$ cat config.mk
export PLATFORM = sky130hd
export DESIGN_NAME = unified_mem_arbiter
export DESIGN_NICKNAME = d
export VERILOG_FILES = /design/src/rtl/unified_mem_arbiter.sv
export SDC_FILE = /design/constraint.sdc
export NUM_CORES = 1
export LEC_CHECK = 0
export ABC_AREA = 1
export CORE_AREA = 2 2 78 80
export CTS_BUF_LIST = sky130_fd_sc_hd__clkbuf_8
export DETAILED_ROUTE_END_ITERATION = 12
export DIE_AREA = 0 0 80 82
export PLACE_DENSITY = 0.78
export SLEW_MARGIN = 5
export SYNTH_ARGS = -nofsm -noshare
export SYNTH_HDL_FRONTEND = slang
export SYNTH_HIERARCHICAL = 1
export SYNTH_SLANG_ARGS = --single-unit
$ cat constraint.sdc
create_clock -name clk -period 3.4 [get_ports clk]
set_clock_uncertainty 0.05 [all_clocks]
set_input_delay 0.68 -clock clk [delete_from_list [all_inputs] [get_ports clk]]
set_output_delay 0.68 -clock clk [all_outputs]
set_load 0.1 [all_outputs]
$ cat src/rtl/unified_mem_arbiter.sv
// Arbitrates one single-port synchronous RAM between the instruction-fetch (IF)
// and data-memory (DM) ports: DM has priority, IF is forced through after STARVE_MAX denials.
module unified_mem_arbiter #(
    parameter int AW         = 10,
    parameter int DW         = 32,
    parameter int STARVE_MAX = 4
) (
    input  logic          clk,
    input  logic          rst,
    input  logic          if_req,
    input  logic [AW-1:0] if_addr,
    output logic          if_gnt,
    output logic          if_rvalid,
    output logic [DW-1:0] if_rdata,
    input  logic          dm_req,
    input  logic          dm_we,
    input  logic [AW-1:0] dm_addr,
    input  logic [DW-1:0] dm_wdata,
    output logic          dm_gnt,
    output logic          dm_rvalid,
    output logic [DW-1:0] dm_rdata,
    output logic          mem_en,
    output logic          mem_we,
    output logic [AW-1:0] mem_addr,
    output logic [DW-1:0] mem_wdata,
    input  logic [DW-1:0] mem_rdata
);

    localparam int CW = $clog2(STARVE_MAX + 1);
    localparam logic [CW-1:0] STARVE_LIMIT = CW'(STARVE_MAX);

    logic [CW-1:0] starve_cnt_r;
    logic          force_if_s;

    // Grant selection and RAM request mux; an idle cycle parks address/data at zero.
    always_comb begin
        force_if_s = (starve_cnt_r == STARVE_LIMIT);
        if_gnt     = if_req & (~dm_req | force_if_s);
        dm_gnt     = dm_req & ~if_gnt;
        mem_en     = if_gnt | dm_gnt;
        mem_we     = dm_gnt & dm_we;
        if (if_gnt) begin
            mem_addr  = if_addr;
            mem_wdata = {DW{1'b0}};
        end else if (dm_gnt) begin
            mem_addr  = dm_addr;
            mem_wdata = dm_wdata;
        end else begin
            mem_addr  = {AW{1'b0}};
            mem_wdata = {DW{1'b0}};
        end
    end

    // Read data is shared; each port qualifies it with its own rvalid.
    always_comb begin
        if_rdata = mem_rdata;
        dm_rdata = mem_rdata;
    end

    // Consecutive-denial counter for IF; any grant or dropped request clears it.
    always_ff @(posedge clk) begin
        if (rst) begin
            starve_cnt_r <= {CW{1'b0}};
        end else if (if_req && !if_gnt) begin
            if (starve_cnt_r != STARVE_LIMIT) begin
                starve_cnt_r <= starve_cnt_r + {{(CW-1){1'b0}}, 1'b1};
            end else begin
                starve_cnt_r <= starve_cnt_r;
            end
        end else begin
            starve_cnt_r <= {CW{1'b0}};
        end
    end

    // Response tracking: a read granted while rst is high never reports valid data.
    always_ff @(posedge clk) begin
        if (rst) begin
            if_rvalid <= 1'b0;
            dm_rvalid <= 1'b0;
        end else begin
            if_rvalid <= if_gnt;
            dm_rvalid <= dm_gnt & ~dm_we;
        end
    end

    unified_mem_arbiter_chk #(
        .CW         (CW),
        .STARVE_MAX (STARVE_MAX)
    ) u_chk (
        .clk        (clk),
        .rst        (rst),
        .if_gnt     (if_gnt),
        .dm_gnt     (dm_gnt),
        .if_rvalid  (if_rvalid),
        .dm_rvalid  (dm_rvalid),
        .starve_cnt (starve_cnt_r)
    );

endmodule

// Structural invariants of the arbiter, kept apart from the datapath.
module unified_mem_arbiter_chk #(
    parameter int CW         = 3,
    parameter int STARVE_MAX = 4
) (
    input logic          clk,
    input logic          rst,
    input logic          if_gnt,
    input logic          dm_gnt,
    input logic          if_rvalid,
    input logic          dm_rvalid,
    input logic [CW-1:0] starve_cnt
);

    a_one_grant: assert property (@(posedge clk) !(if_gnt && dm_gnt));
    a_one_rvalid: assert property (@(posedge clk) !(if_rvalid && dm_rvalid));
    a_cnt_bound: assert property (@(posedge clk) disable iff (rst)
        (starve_cnt <= CW'(STARVE_MAX)));

endmodule

==> flow_summary_export.csv, run 1 <==
group,metric,value,unit
status,status,"finished clean",
clock_tree,clockBufferDepth,2,
worst_hold_path,hold_path_class,"register to register",
floorplanning,initial_core_util,0.198,
setup_path,end_kind,"output pin",
global_routing,grt-ovfl-total,0,
setup_path,crit_arrival,2.24,ns
setup_path,rr_worst_depth,7,
global_routing,grt_pass1_vias,1147,
synth,avgSynthCellArea,5.79,µm²
setup_path,cp_slowest_cell,"clkdlybuf4s50_1",
synth,ys_seq_area_frac,0.0878,
setup_path,cp_max_fo,35,
placement,post_dp_cell_area,0.00221,mm²
clock_tree,cts_tree,"yes",
synth,synth_fp_nets,288,
layout,stdcell_count,312,
global_routing,grt_pass1_wl,5170,µm
floorplanning,die_y,82,µm
clock_tree,cts-resized-gates,0,
placement,dp_hpwl,3110,µm
setup_path,crit_start,"dm_req",
clock_tree,post_cts_buffers,0,
drt,via_count,1192,
placement,place.gp.congestion,0.729,
clock_tree,root_buffer,"clkbuf_8",
sta,whs,0.400,ns
clock_tree,cts.sinks,5,
drt,ant_nets,0,
setup_path,r2r-end,"dm_rvalid$_SDFF_PP0_",
synth,yosys_warnings,6,
clock_tree,postCtsHoldBufs,0,
sta,finalMaxSlewViolations,0,
floorplanning,dieArea,0.00656,mm²
layout,area_growth,98.1,%
setup_path,crit_chain,"clkdlybuf4s50_1 > nand2_1 > nand2_2 > nand2_4 > nor2_1 > buf_12",
floorplanning,rows,28,
placement,dpl.cell_count,308,
setup_path,critical_path_class,"primary input to output pin",
flow_run,drv_cap,0,
layout,mostFrequentLayoutCells,"56 x clkdlybuf4s50_1, 46 x buf_12, 41 x inv_1",
sta,fmax,336,MHz
clock_tree,cts.clk_slew.worst_paths,0.04,ns
setup_path,r2r_slack,1.85,ns
drt,avgViaCountPerCell,3.82,
drt,initialDrtViolationCount,9,
sta,final.setup.tns,0,ns
sta,final-hold-violation-count,0,
floorplanning,core_area,0.00575,mm²
layout,diodes,0,
sta,tightest_slew,0.358,ns
power_and_ir_drop,power_density,300,mW/mm²
floorplanning,die_x,80,µm
placement,port-buffer-count,104,
global_routing,grt_max_degree,36,
drt,dr.pass1.iters,4,
setup_path,critPathRequiredTime,2.67,ns
layout,nFillCells,600,
sta,rsz0062_at_grt,"false",
synth,syn_area,0.00114,mm²
layout,fin_area,0.00226,mm²
setup_path,worstSetupStartpointType,"primary input",
clock_tree,htree_levels,1,
drt,drt_wl_total,3570,µm
drt,remaining_drc_errors,0,
layout,drive_above_1_share,0.236,
drt,wl_per_cell,11.4,µm
global_routing,antenna_found_initial,0,
layout,nets,329,
clock_tree,numCtsBuffers,3,
setup_path,slowest_delay,0.48,ns
sta,period_share,0.875,
clock_tree,clk_latency,0.22,ns
sta,fin_crit,2.97,ns
synth,synth_seq_cells,5,
layout,utilization,0.393,
sta,slew_headroom,0.761,
sta,setup_viol,0,
setup_path,endpoint,"mem_wdata[30]",
global_routing,grtUsageTotal,0.0997,
synth,synthCells,197,
layout,mostFrequentLayoutCell,"clkdlybuf4s50_1",
synth,yosys.area.top_type,"buf_4",
synth,synth_area_leaders,"buf_4 43%, inv_1 13%, nor2_1 13%, dfxtp_1 8.8%, nand2_1 8.6%",
synth,synth_top_area_frac,0.428,
power_and_ir_drop,cellLeakagePower,1.12,nW
power_and_ir_drop,irDropWorstVdd,153,µV
setup_path,crit-reg2reg-launch,"starve_cnt_r[0]$_SDFFE_PP0N_",
floorplanning,io_pins,201,
synth,yosysUniqueCellTypes,15,
critical path, delay by kind of cell:
family	cells	cell delay, ns
and+or+nand+nor	4	0.86
buffers and inverters	2	0.69
power breakdown:
group | leakage [nW] | internal, mW | total [mW] | switching (mW)
clock | 0.0269 | 0.0775 | 0.108 | 0.0309
combinational | 1.05 | 0.191 | 0.507 | 0.316
sequential | 0.0407 | 0.0605 | 0.0613 | 0.000735
cell families (layout without fill, tap and decap cells):
logic type | Yosys count | in the layout | share of synthesized area
AOI/OAI and AO/OA | 2 | 2 | 0.00877
and+or+nand+nor | 77 | 77 | 0.276
adders and majority gates | 2 | 2 | 0.0220
DFF | 5 | 5 | 0.0878
xor gates and xnor gates | 1 | 1 | 0.00769
buffers and inverters | 110 | 150 | 0.598
metal layers:
metal / vias up / share of wire / track usage
met1: 497 / 0.30 / 0.0875
met5: - / 0 / 0
met3: 24 / 0.16 / 0.0527
met4: 0 / 0.034 / 0.0644
li1: 574 / - / -
met2: 97 / 0.50 / 0.178
cell usage after synthesis, drive strengths merged:
master	n
a21oi	1
buf	70
dfxtp	5
ha	2
inv	40
nand2	28
nand3	10
nor2	38
o21ai	1
or2	1
xnor2	1
area by class of cell:
| type | count | area, µm² | area share |
|---|---|---|---|
| Timing Repair Buffer | 106 | 1510 | 0.669 |
| Multi-Input combinational cell | 82 | 358 | 0.158 |
| Inverter | 40 | 150 | 0.0665 |
| Sequential cell | 5 | 100 | 0.0443 |
| Tap cell | 75 | 93.8 | 0.0416 |
| Clock buffer | 3 | 41.3 | 0.0183 |
| Clock inverter | 1 | 3.75 | 0.00166 |
metrics by stage:
step | setup WS (ns) | power [mW]
floorplan | 0.359 | 0.706
global placement | 0.479 | 0.568
detailed placement | 0.407 | 0.572
CTS | 0.413 | 0.684
global route | 0.326 | 0.705
finish | 0.426 | 0.677
how the worst min path moves through the flow:
| stage | startpoint | endpoint | cells past startpoint |
|---|---|---|---|
| floorplan | starve_cnt_r[0]$_SDFFE_PP0N_ | starve_cnt_r[0]$_SDFFE_PP0N_ | 1 |
| global placement | starve_cnt_r[0]$_SDFFE_PP0N_ | starve_cnt_r[0]$_SDFFE_PP0N_ | 1 |
| detailed placement | starve_cnt_r[0]$_SDFFE_PP0N_ | starve_cnt_r[0]$_SDFFE_PP0N_ | 1 |
| CTS | starve_cnt_r[0]$_SDFFE_PP0N_ | starve_cnt_r[0]$_SDFFE_PP0N_ | 1 |
| global route | starve_cnt_r[0]$_SDFFE_PP0N_ | starve_cnt_r[0]$_SDFFE_PP0N_ | 1 |
| finish | starve_cnt_r[0]$_SDFFE_PP0N_ | starve_cnt_r[0]$_SDFFE_PP0N_ | 1 |
sequential cells by signal, indices dropped and copies added (netlist names):
| register | count |
|---|---|
| starve_cnt_r | 3 |
| if_rvalid | 1 |
| dm_rvalid | 1 |
(Power assumes the default switching activity.)
==> run 2, diff against run 1 <==
SLEW_MARGIN = 20   (was 5)
==> results of run 2 <==
No change in the layout: final DEF, timing and power equal those of run 1.
==> run 3, diff against run 2 <==
SYNTH_HIERARCHICAL = not set   (was 1)
==> results of run 3 <==
No change in the layout: final DEF, timing and power equal those of run 1.
Among the figures that moved: Yosys warning count 6 -> 0
